[config.mk]
export PLATFORM = sky130hd
export DESIGN_NAME = lc3b_fetch_unit_flat
export DESIGN_NICKNAME = d
export VERILOG_FILES = /design/src/rtl/lc3b_types.sv /design/src/rtl/lc3b_fetch_unit_if.sv /design/src/rtl/lc3b_fetch_unit.sv /design/src/flat_wrapper.sv
export SDC_FILE = /design/constraint.sdc
export NUM_CORES = 1
export LEC_CHECK = 0
export ABC_AREA = 1
export BUFFER_PORTS_ARGS = -buffer_cell sky130_fd_sc_hd__buf_2
export CORE_ASPECT_RATIO = 1.5
export CORE_UTILIZATION = 35
export CTS_CLUSTER_DIAMETER = 200
export CTS_CLUSTER_SIZE = 24
export DETAILED_ROUTE_END_ITERATION = 12
export HOLD_SLACK_MARGIN = 0.06
export SYNTH_ARGS = -nofsm -noshare
export SYNTH_HDL_FRONTEND = slang
export SYNTH_SLANG_ARGS = --single-unit
[constraint.sdc]
create_clock -name clk -period 2.2 [get_ports clk]
set_input_delay 0.44 -clock clk [delete_from_list [all_inputs] [get_ports clk]]
set_output_delay 0.44 -clock clk [all_outputs]
set_load 0.05 [all_outputs]
[src/rtl/lc3b_types.sv]
// lc3b_types: shared LC-3b word type and fetch-stage state encoding.
package lc3b_types;
    typedef logic [15:0] lc3b_word;
    typedef enum logic [1:0] {FETCH, HOLD, DRAIN} lc3b_fetch_state;
endpackage

[src/rtl/lc3b_fetch_unit_if.sv]
// lc3b_fetch_unit_if: instruction-memory read/response handshake.
interface lc3b_fetch_unit_if;
    import lc3b_types::*;
    logic     read;
    lc3b_word address;
    logic     resp;
    lc3b_word rdata;
    modport master (output read, address, input resp, rdata);
    modport slave (input read, address, output resp, rdata);
endinterface

[src/rtl/lc3b_fetch_unit.sv]
// lc3b_fetch_unit: IF stage with a one-entry skid buffer and redirect draining of in-flight reads.
module lc3b_fetch_unit
    import lc3b_types::*;
#(
    parameter lc3b_word RESET_PC = 16'h0000
) (
    input  logic               clk,
    input  logic               rst_n,
    input  logic               stall,
    input  logic               redirect,
    input  lc3b_word           redirect_pc,
    lc3b_fetch_unit_if.master  imem,
    output logic               instr_valid,
    output lc3b_word           instr_out,
    output lc3b_word           pc_plus2_out
);
    lc3b_fetch_state state;
    lc3b_word        pc, drain_addr, skid_instr, skid_pc2, pc_next;
    logic            skid_valid, consume, slot_free;

    assign consume      = instr_valid && !stall;
    assign slot_free    = !instr_valid || !stall;
    assign pc_next      = pc + 16'd2;
    assign imem.read    = rst_n && state != HOLD;
    // a drained read keeps its original address even after pc moves to the new target
    assign imem.address = state == DRAIN ? drain_addr : pc;

    always_ff @(posedge clk or negedge rst_n) begin
        if (!rst_n) begin
            state        <= FETCH;
            pc           <= RESET_PC;
            drain_addr   <= RESET_PC;
            instr_valid  <= 1'b0;
            instr_out    <= '0;
            pc_plus2_out <= '0;
            skid_valid   <= 1'b0;
            skid_instr   <= '0;
            skid_pc2     <= '0;
        end else if (redirect) begin
            instr_valid <= 1'b0;
            skid_valid  <= 1'b0;
            pc          <= redirect_pc;
            if (state == FETCH && !imem.resp) begin
                state      <= DRAIN;
                drain_addr <= pc;
            end else if (state != DRAIN) begin
                state <= FETCH;
            end
        end else begin
            case (state)
                FETCH: begin
                    if (imem.resp) begin
                        pc <= pc_next;
                        if (slot_free) begin
                            instr_out    <= imem.rdata;
                            pc_plus2_out <= pc_next;
                            instr_valid  <= 1'b1;
                        end else begin
                            skid_instr <= imem.rdata;
                            skid_pc2   <= pc_next;
                            skid_valid <= 1'b1;
                            state      <= HOLD;
                        end
                    end else if (consume) begin
                        instr_valid <= 1'b0;
                    end
                end
                HOLD: begin
                    if (!stall) begin
                        instr_out    <= skid_instr;
                        pc_plus2_out <= skid_pc2;
                        instr_valid  <= skid_valid;
                        skid_valid   <= 1'b0;
                        state        <= FETCH;
                    end
                end
                DRAIN: begin
                    if (imem.resp) state <= FETCH;
                    if (consume) instr_valid <= 1'b0;
                end
                default: state <= FETCH;
            endcase
        end
    end
endmodule
[src/flat_wrapper.sv]
// flat-port wrapper written by rule: the top's interface ports become plain ports
module lc3b_fetch_unit_flat import lc3b_types::*;
#(
    parameter lc3b_word RESET_PC = 16'h0000
)
  (clk, rst_n, stall, redirect, redirect_pc, instr_valid, instr_out, pc_plus2_out, imem_read, imem_address, imem_resp, imem_rdata);
  lc3b_fetch_unit_if imem_i ();
  input  logic clk;
  input  logic rst_n;
  input  logic stall;
  input  logic redirect;
  input  lc3b_word redirect_pc;
  output logic instr_valid;
  output lc3b_word instr_out;
  output lc3b_word pc_plus2_out;
  output wire logic [$bits(imem_i.read)-1:0] imem_read;
  output wire logic [$bits(imem_i.address)-1:0] imem_address;
  input wire logic [$bits(imem_i.resp)-1:0] imem_resp;
  input wire logic [$bits(imem_i.rdata)-1:0] imem_rdata;
  assign imem_read = imem_i.read;
  assign imem_address = imem_i.address;
  assign imem_i.resp = imem_resp;
  assign imem_i.rdata = imem_rdata;
  lc3b_fetch_unit #(.RESET_PC(RESET_PC)) u_core (.clk(clk), .rst_n(rst_n), .stall(stall), .redirect(redirect), .redirect_pc(redirect_pc), .imem(imem_i), .instr_valid(instr_valid), .instr_out(instr_out), .pc_plus2_out(pc_plus2_out));
endmodule
After elaboration in Yosys (flattened, before gate mapping):

Index checks and enable logic that the tools add are counted.

* register bits: 100

* add/sub/neg operators: 1
* eq/ne operators: 13
* mux-type cells: 31
* bitwise logic cells: 2
* reduce and logical (&&, ||, !) cells: 20

Operators by type and width (number)
* 16-bit two-way mux: 10
* 16-bit case mux with 2 select lines: 2
* 16-bit by 2-bit adder with 16-bit output (second input constant): 1
* 2-bit two-way mux: 7
* 3-bit != test (second input constant): 4
* 5-bit AND reduction: 2
* 1-bit two-way mux: 9
* 4-bit AND reduction: 2
* 2-bit != test (second input constant): 3
* 2-bit case mux with 3 select lines: 1
* 2-bit nonzero test: 3
* 2-bit by 1-bit != test with 1-bit output (second input constant): 2
* 4-bit by 3-bit != test with 1-bit output (second input constant): 1
* 2-bit AND reduction: 2
* 4-bit nonzero test: 1
* 1-bit logical AND: 3
* 1-bit logical NOT: 3
* 3-bit by 1-bit != test with 1-bit output (second input constant): 1
* 1-bit case mux with 3 select lines: 1
* 3-bit AND reduction: 1
* 3-bit nonzero test: 1
* 2-bit by 1-bit == test with 1-bit output (second input constant): 1
* 2-bit == test (second input constant): 1
* 2-bit logical NOT: 1
* other kinds (3): 4

Longest topological paths before layout:

Gate-level depths: netlist of the first run.

* word-level depth: 6
* gate-level depth with buffers: 10

Least setup slack after synthesis of the first run:

Ideal clock, no wire load.

* path kind: reg-to-output
* from: register u_core.state[0]
* to: output port imem_address[10]
* data arrival time: 2.076 ns
* slack: -0.316 ns
* cell stages (with the launch flop): 6
* path buffers: 2
* cell sequence: dfrtp_1 inv_1 ha_1 clkbuf_1 clkbuf_1 o21ai_0

* longest elaborated chain between the ends: 2

Ends and longest elaborated chain
* from (decl): RTL line lc3b_fetch_unit.sv:17 `lc3b_fetch_state state;`
* from (signal assigned): RTL line lc3b_fetch_unit.sv:30 `state <= FETCH;`
* from (signal assigned): RTL line lc3b_fetch_unit.sv:44 `state <= DRAIN;`
* from (signal assigned): RTL line lc3b_fetch_unit.sv:47 `state <= FETCH;`
* 2-bit == test: RTL line lc3b_fetch_unit.sv:26 `assign imem.address = state == DRAIN ? drain_addr : pc;`
* 16-bit two-way mux: RTL line lc3b_fetch_unit.sv:26
* to (decl): RTL line flat_wrapper.sv:17 `output wire logic [$bits(imem_i.address)-1:0] imem_address;`

No other way between the ends.

Final worst setup path of the first run:

* from: register u_core.state[0]
* to: output port imem_address[11]

The elaborated chain is that of the path after synthesis.

==> run summary, run 1 <==
Required time worst endpoint: 1.76 ns
Die Span Y: 148 um
Top cells by area, synth: dfrtp_1, nand2_1, o21ai_0
CP Capture Type: output pin
Yosys reg bits: 100
H-tree levels: 3
Combinational Power Share: 49.7%
Initial core utilization: 35.7%
Max FO, Critical Path: 26
Drt drc: 0
TritonCTS Buffers: 9
Tightest Pin Transition: 0.525 ns
Final WS setup: 0.0903 ns
Reg power frac: 33.4%
Initial DRC count: 274
Die X-Extent: 99.3 um
Power consumption: 0.00905 W
CP Launch Type: flip-flop
Average cell area after synthesis: 7.71 um2
Overall Global Routing Usage: 17.8%
Initial antenna violation count: 0
Hold Vio Cnt, Final: 0
Post CTS Setup Buffer Count: 0
Router iterations before antenna repair: 5
CTS max path bufs: 2
Cell area after synthesis: 0.00497 mm2
Internal: 0.00461 W
GRT overflow: 0
Slew Limit Headroom: 65.0%
# diodes: 0
Post-layout minimum cycle time: 2.11 ns
Vias in the first global route: 4137
Count of different cell masters after synthesis: 28
CTS Hold Buffers Added: 0
Cell area after layout: 0.00592 mm2
Fmax achieved: 0.474 GHz
Pin count of the biggest net entering global routing: 101
First-pass GRT wire length: 20.4 mm
Post-synth top area cell: dfrtp_1
Layout Nets: 768
Syn Nets: 689
Final estimated routing congestion in global placement: 0.866
Worst r2r dst: u_core.pc_plus2_out[2]
RSZ-0062 raised after global routing: yes
Post-synthesis sequential area ratio: 50.3%
Status: finished, final reports clean
Flop2flop setup slack: 0.30 ns
Clk sink count: 100
Area grow syn2layout: 19.0%
MaxCap Viol Count: 0
Die Area: 0.0147 mm2
Rows: 53
Reg2Reg Depth: 8
Worst-skew pair later-pin latency: 0.35 ns
Via count: 4336
Fin crit share: 95.9%
Clk slew on worst S/H paths: 0.08 ns
Clk pwr share: 17.0%
Sw Share: 49.0%
Hold Path Class: primary input to asynchronous set/reset pin
Crit Path Class: flip-flop to output pin
Max Slew Vio Count: 0
Most common cell after layout, fill and taps aside: nand2_1
Psw: 0.00444 W
Post-DP Area: 0.00557 mm2
WP data arrival: 1.67 ns
Pwr per Cell Area: 1530 mW/mm2
Commonest non-fill, non-tap cells in the layout: nand2_1, dfrtp_1, o21ai_0, buf_2, inv_1
Core box area: 0.0139 mm2
Synth warnings: 0
Layout cells sized above 1: 18.8%
Peak supply drop: 0.774 mV
Ports: 87
Final hold slack: 0.172 ns
Post-Synthesis Cells: 645
CTS tree: yes
Post-synth top area share: 50.3%
Final setup vio count: 0
Root Driver: clkbuf_16
Avg Vias per Cell: 4.85
Leakage: 3.12 nW
Final setup TNS: 0 ns
Post-Route WL: 12.4 mm
Setup Skew: 0.00961 ns
DRT antenna net count: 0
Crit Reg-Reg Startpoint: u_core.state[1]
HPWL Detailed: 8.90 mm
Pre-CTS WS: 0.163 ns
Avg WL per Cell: 13.9 um
PortBufs: 86
-- per-stage QoR --
stage | util, % | std cells
floorplan | - | 645
finish | 42.5 | 894
CTS | 42.2 | 894
global route | 42.5 | 894
detailed placement | 40.0 | 878
global placement | 40.0 | 878
-- cells by family after synthesis --
logic type | after synthesis | share of synthesized area [%]
compound gates | 99 | 10.6
xor+xnor | 6 | 1.21
fa+ha+maj | 7 | 1.76
buf+inv | 80 | 6.92
flops | 100 | 50.3
simple gates | 353 | 29.2
-- cells in the mapped netlist --
cell	count
nand3_1	34
xor2_1	5
o211ai_1	3
buf_4	7
nand2_1	266
o21ai_0	80
a21oi_1	2
buf_2	8
inv_1	45
dfrtp_1	100
buf_6	1
o21bai_1	4
nor2_2	7
o22ai_1	1
nor2_4	3
nand4_1	7
nand2_2	2
ha_1	7
nand4_4	1
nor2_1	32
inv_2	5
o21ai_1	6
clkbuf_1	14
o22a_1	1
xor2_2	1
nand3b_1	1
o21bai_2	1
o221ai_1	1
-- state kept, by name, summed over array words and instances, names as in the netlist --
signal and flops:
u_core.skid_pc2 16, u_core.skid_valid 1, u_core.instr_valid 1, u_core.state 2
u_core.drain_addr 16, u_core.instr_out 16, u_core.skid_instr 16, u_core.pc_plus2_out 16
u_core.pc 16
-- repair_timing --
action | in CTS | in global routing
setup endpoints to repair | 17 | 34
pin swaps | 0 | 0
resized for setup | 10 | 21
-- how the worst max path moves through the flow --
| stage | startpoint | endpoint | cells past startpoint |
|---|---|---|---|
| floorplan | u_core.state[0] | imem_address[10] | 5 |
| global placement | u_core.state[0] | u_core.pc_plus2_out[2] | 8 |
| detailed placement | u_core.state[0] | u_core.instr_out[4] | 8 |
| CTS | u_core.state[0] | imem_address[1] | 6 |
| global route | u_core.state[0] | imem_address[5] | 5 |
| finish | u_core.state[0] | imem_address[11] | 5 |
-- cell type report --
type | count | area, um2
sequential | 100 | 2500
tap | 165 | 206
clock buffer | 9 | 225
fill | 1426 | 8010
inverter | 50 | 190
clock inverter | 7 | 57.6
timing repair buffer | 98 | 604
multi-input combinational | 465 | 2130
-- metal layers --
layer  global-route usage, %  up-vias  part of all wire (%)
met5                       0        -                     0
met4                    8.38        0                   2.4
met3                    1.65       21                   2.8
met2                    29.9       98                    50
met1                    22.9     2023                    45
li1                        -     2194                     -
-- power by group through the flow --
stage | logic (W) | clock network (W) | registers, W
after floorplan | 0.00242 | 0 | 0.00390
after global placement | 0.00429 | 0 | 0.00302
after detailed placement | 0.00438 | 0 | 0.00305
after CTS | 0.00445 | 0.00159 | 0.00302
after global routing | 0.00497 | 0.00166 | 0.00311
final | 0.00450 | 0.00153 | 0.00302
-- critical path, stage by stage, from the launching register on --
cell	delay, ns
dfrtp_1	0.40
inv_2	0.08
ha_1	0.24
buf_12	0.17
o21ai_0	0.19
buf_4	0.23
Note: power is estimated with default switching activity, not from simulation.
==> run 2: changes to the inputs <==
--- a/config.mk
+++ b/config.mk
@@ -13,6 +13,7 @@
 export CTS_CLUSTER_SIZE = 24
 export DETAILED_ROUTE_END_ITERATION = 12
 export HOLD_SLACK_MARGIN = 0.06
+export RECOVER_POWER = 50
 export SYNTH_ARGS = -nofsm -noshare
 export SYNTH_HDL_FRONTEND = slang
 export SYNTH_SLANG_ARGS = --single-unit
==> run summary, run 2 (same netlist as run 1, synthesis figures left out) <==
RSZ-0062 raised after global routing: yes (unchanged)
Required time worst endpoint: 1.76 ns (about the same)
Core box area: 0.0139 mm2 (unchanged)
Initial DRC count: 265 (was 274)
Sw Share: 49.3% (was 49.0%)
Min-Delay Startpoint: redirect_pc[5]
Area grow syn2layout: 18.1% (was 19.0%)
H-tree levels: 3 (unchanged)
Root Driver: clkbuf_16 (unchanged)
Drt drc: 0 (unchanged)
Worst Setup SP: u_core.state[0] (unchanged)
# diodes: 0 (unchanged)
PortBufs: 86 (unchanged)
Clk slew on worst S/H paths: 0.07 ns (was 0.08 ns)
Avg Vias per Cell: 4.82 (was 4.85)
CTS tree: yes (unchanged)
Psw: 0.00444 W (about the same)
Non-Filler Instances: 894 (unchanged)
Hold Path Class: primary input to flip-flop (was primary input to asynchronous set/reset pin)
Final setup vio count: 0 (unchanged)
Most common cell after layout, fill and taps aside: nand2_1 (unchanged)
Worst-skew pair later-pin latency: 0.36 ns (was 0.35 ns)
Post CTS Setup Buffer Count: 0 (unchanged)
Worst r2r dst: u_core.pc_plus2_out[2] (unchanged)
Max FO, Critical Path: 26 (unchanged)
Crit Reg-Reg Startpoint: u_core.state[1] (unchanged)
Slew Limit Headroom: 9.86% (was 65.0%)
Rows: 53 (unchanged)
Setup Skew: 0.00998 ns (was 0.00961 ns)
GRT overflow: 0 (unchanged)
Overall Global Routing Usage: 17.8% (unchanged)
MaxCap Viol Count: 0 (unchanged)
Leakage: 3.04 nW (was 3.12 nW)
Clk pwr share: 17.0% (about the same)
Pin count of the biggest net entering global routing: 101 (unchanged)
Internal: 0.00456 W (was 0.00461 W)
TritonCTS Buffers: 9 (unchanged)
Placed Cells: 878 (unchanged)
Die Area: 0.0147 mm2 (unchanged)
CP Launch Type: flip-flop (unchanged)
Peak supply drop: 0.774 mV (about the same)
Ports: 87 (unchanged)
Combinational Power Share: 49.3% (was 49.7%)
Layout Nets: 768 (unchanged)
Reg2Reg Depth: 8 (unchanged)
Post-Route WL: 12.4 mm (about the same)
Via count: 4308 (was 4336)
Tightest Pin Transition: 1.35 ns (was 0.525 ns)
HPWL Detailed: 8.90 mm (unchanged)
Pwr per Cell Area: 1530 mW/mm2 (about the same)
Hold Vio Cnt, Final: 0 (unchanged)
Die Span Y: 148 um (unchanged)
DRT antenna net count: 0 (unchanged)
Initial antenna violation count: 0 (unchanged)
Final estimated routing congestion in global placement: 0.866 (unchanged)
Fmax achieved: 0.474 GHz (about the same)
WP data arrival: 1.67 ns (about the same)
Hold Path Cell Cnt: 3
Commonest non-fill, non-tap cells in the layout: nand2_1, dfrtp_1, o21ai_0, buf_2, inv_1 (unchanged)
Crit Path Class: flip-flop to output pin (unchanged)
Die X-Extent: 99.3 um (unchanged)
Fin crit share: 95.8% (was 95.9%)
Reg power frac: 33.7% (was 33.4%)
Post-layout minimum cycle time: 2.11 ns (about the same)
Crit path to: imem_address[11] (unchanged)
Max Slew Vio Count: 0 (unchanged)
First-pass GRT wire length: 20.4 mm (unchanged)
Power consumption: 0.00900 W (was 0.00905 W)
CTS max path bufs: 2 (unchanged)
Status: finished, final reports clean (unchanged)
Router iterations before antenna repair: 5 (unchanged)
CP Capture Type: output pin (unchanged)
Clk sink count: 100 (unchanged)
Layout cells sized above 1: 15.8% (was 18.8%)
Flop2flop setup slack: 0.30 ns (about the same)
Vias in the first global route: 4137 (unchanged)
Initial core utilization: 35.7% (unchanged)
Avg WL per Cell: 13.9 um (about the same)
[run 2: changes by cell type in the layout (fill, tap and decap cells not counted)]
cell | previous run | this run
clkbuf_4 | 0 | 1
buf_4 | 20 | 18
buf_12 | 3 | 2
clkbuf_1 | 0 | 22
buf_2 | 72 | 52
[run 2: repair_timing]
action	in CTS	in global routing
setup endpoints to repair	17	34
hold buffers	0	0
cloned	0	0
gates resized for setup	10	21
[run 2: worst min path at each step]
stage / to / slack (ns)
floorplan: u_core.drain_addr[0] / 0.14
global placement: u_core.instr_out[9] / 0.46
detailed placement: u_core.instr_out[15] / 0.46
CTS: u_core.instr_out[15] / 0.20
global route: u_core.pc[0] / 0.31
finish: u_core.pc[5] / 0.30
[run 2: power groups by stage]
stage / clock network (W) / registers, W / logic (W)
4_1_cts: 0.00159 / 0.00302 / 0.00445
3_5_place_dp: 0 / 0.00305 / 0.00438
2_1_floorplan: 0 / 0.00390 / 0.00242
5_1_grt: 0.00166 / 0.00311 / 0.00491
3_3_place_gp: 0 / 0.00302 / 0.00429
6_report: 0.00153 / 0.00303 / 0.00444
[run 2: metrics by stage]
step / TNS [ns] / hold WS [ns] / area [um2] / util (%) / setup slack, ns
finish: 0 / 0.295 / 5870 / 42.2 / 0.0924
global route: -0.0434 / 0.313 / 5870 / 42.2 / -0.0196
CTS: 0 / 0.198 / 5880 / 42.2 / 0.00108
detailed placement: 0 / 0.461 / 5570 / 40.0 / 0.163
global placement: 0 / 0.460 / 5570 / 40.0 / 0.314
floorplan: -3.07 / 0.144 / 4970 / - / -0.316
[run 2: layer usage]
metal	global-route usage, %	vias to the layer above	routed length, um
li1	-	2196	-
met1	22.9	1991	5540
met2	29.9	101	6220
met3	1.65	20	354
met4	8.38	0	293
met5	0	-	0
[run 2: worst max-delay path, cell delays in order (launching register included)]
cell     delay, ns
dfrtp_1       0.40
inv_2         0.08
ha_1          0.24
buf_12        0.17
o21ai_0       0.19
buf_4         0.23
[run 2: final cells by class]
class | count | area [um2]
multi-input combinational | 465 | 2130
fill | 1432 | 8050
inverter | 50 | 190
sequential | 100 | 2500
timing repair buffer | 98 | 559
clock buffer | 9 | 225
clock inverter | 7 | 57.6
tap | 165 | 206
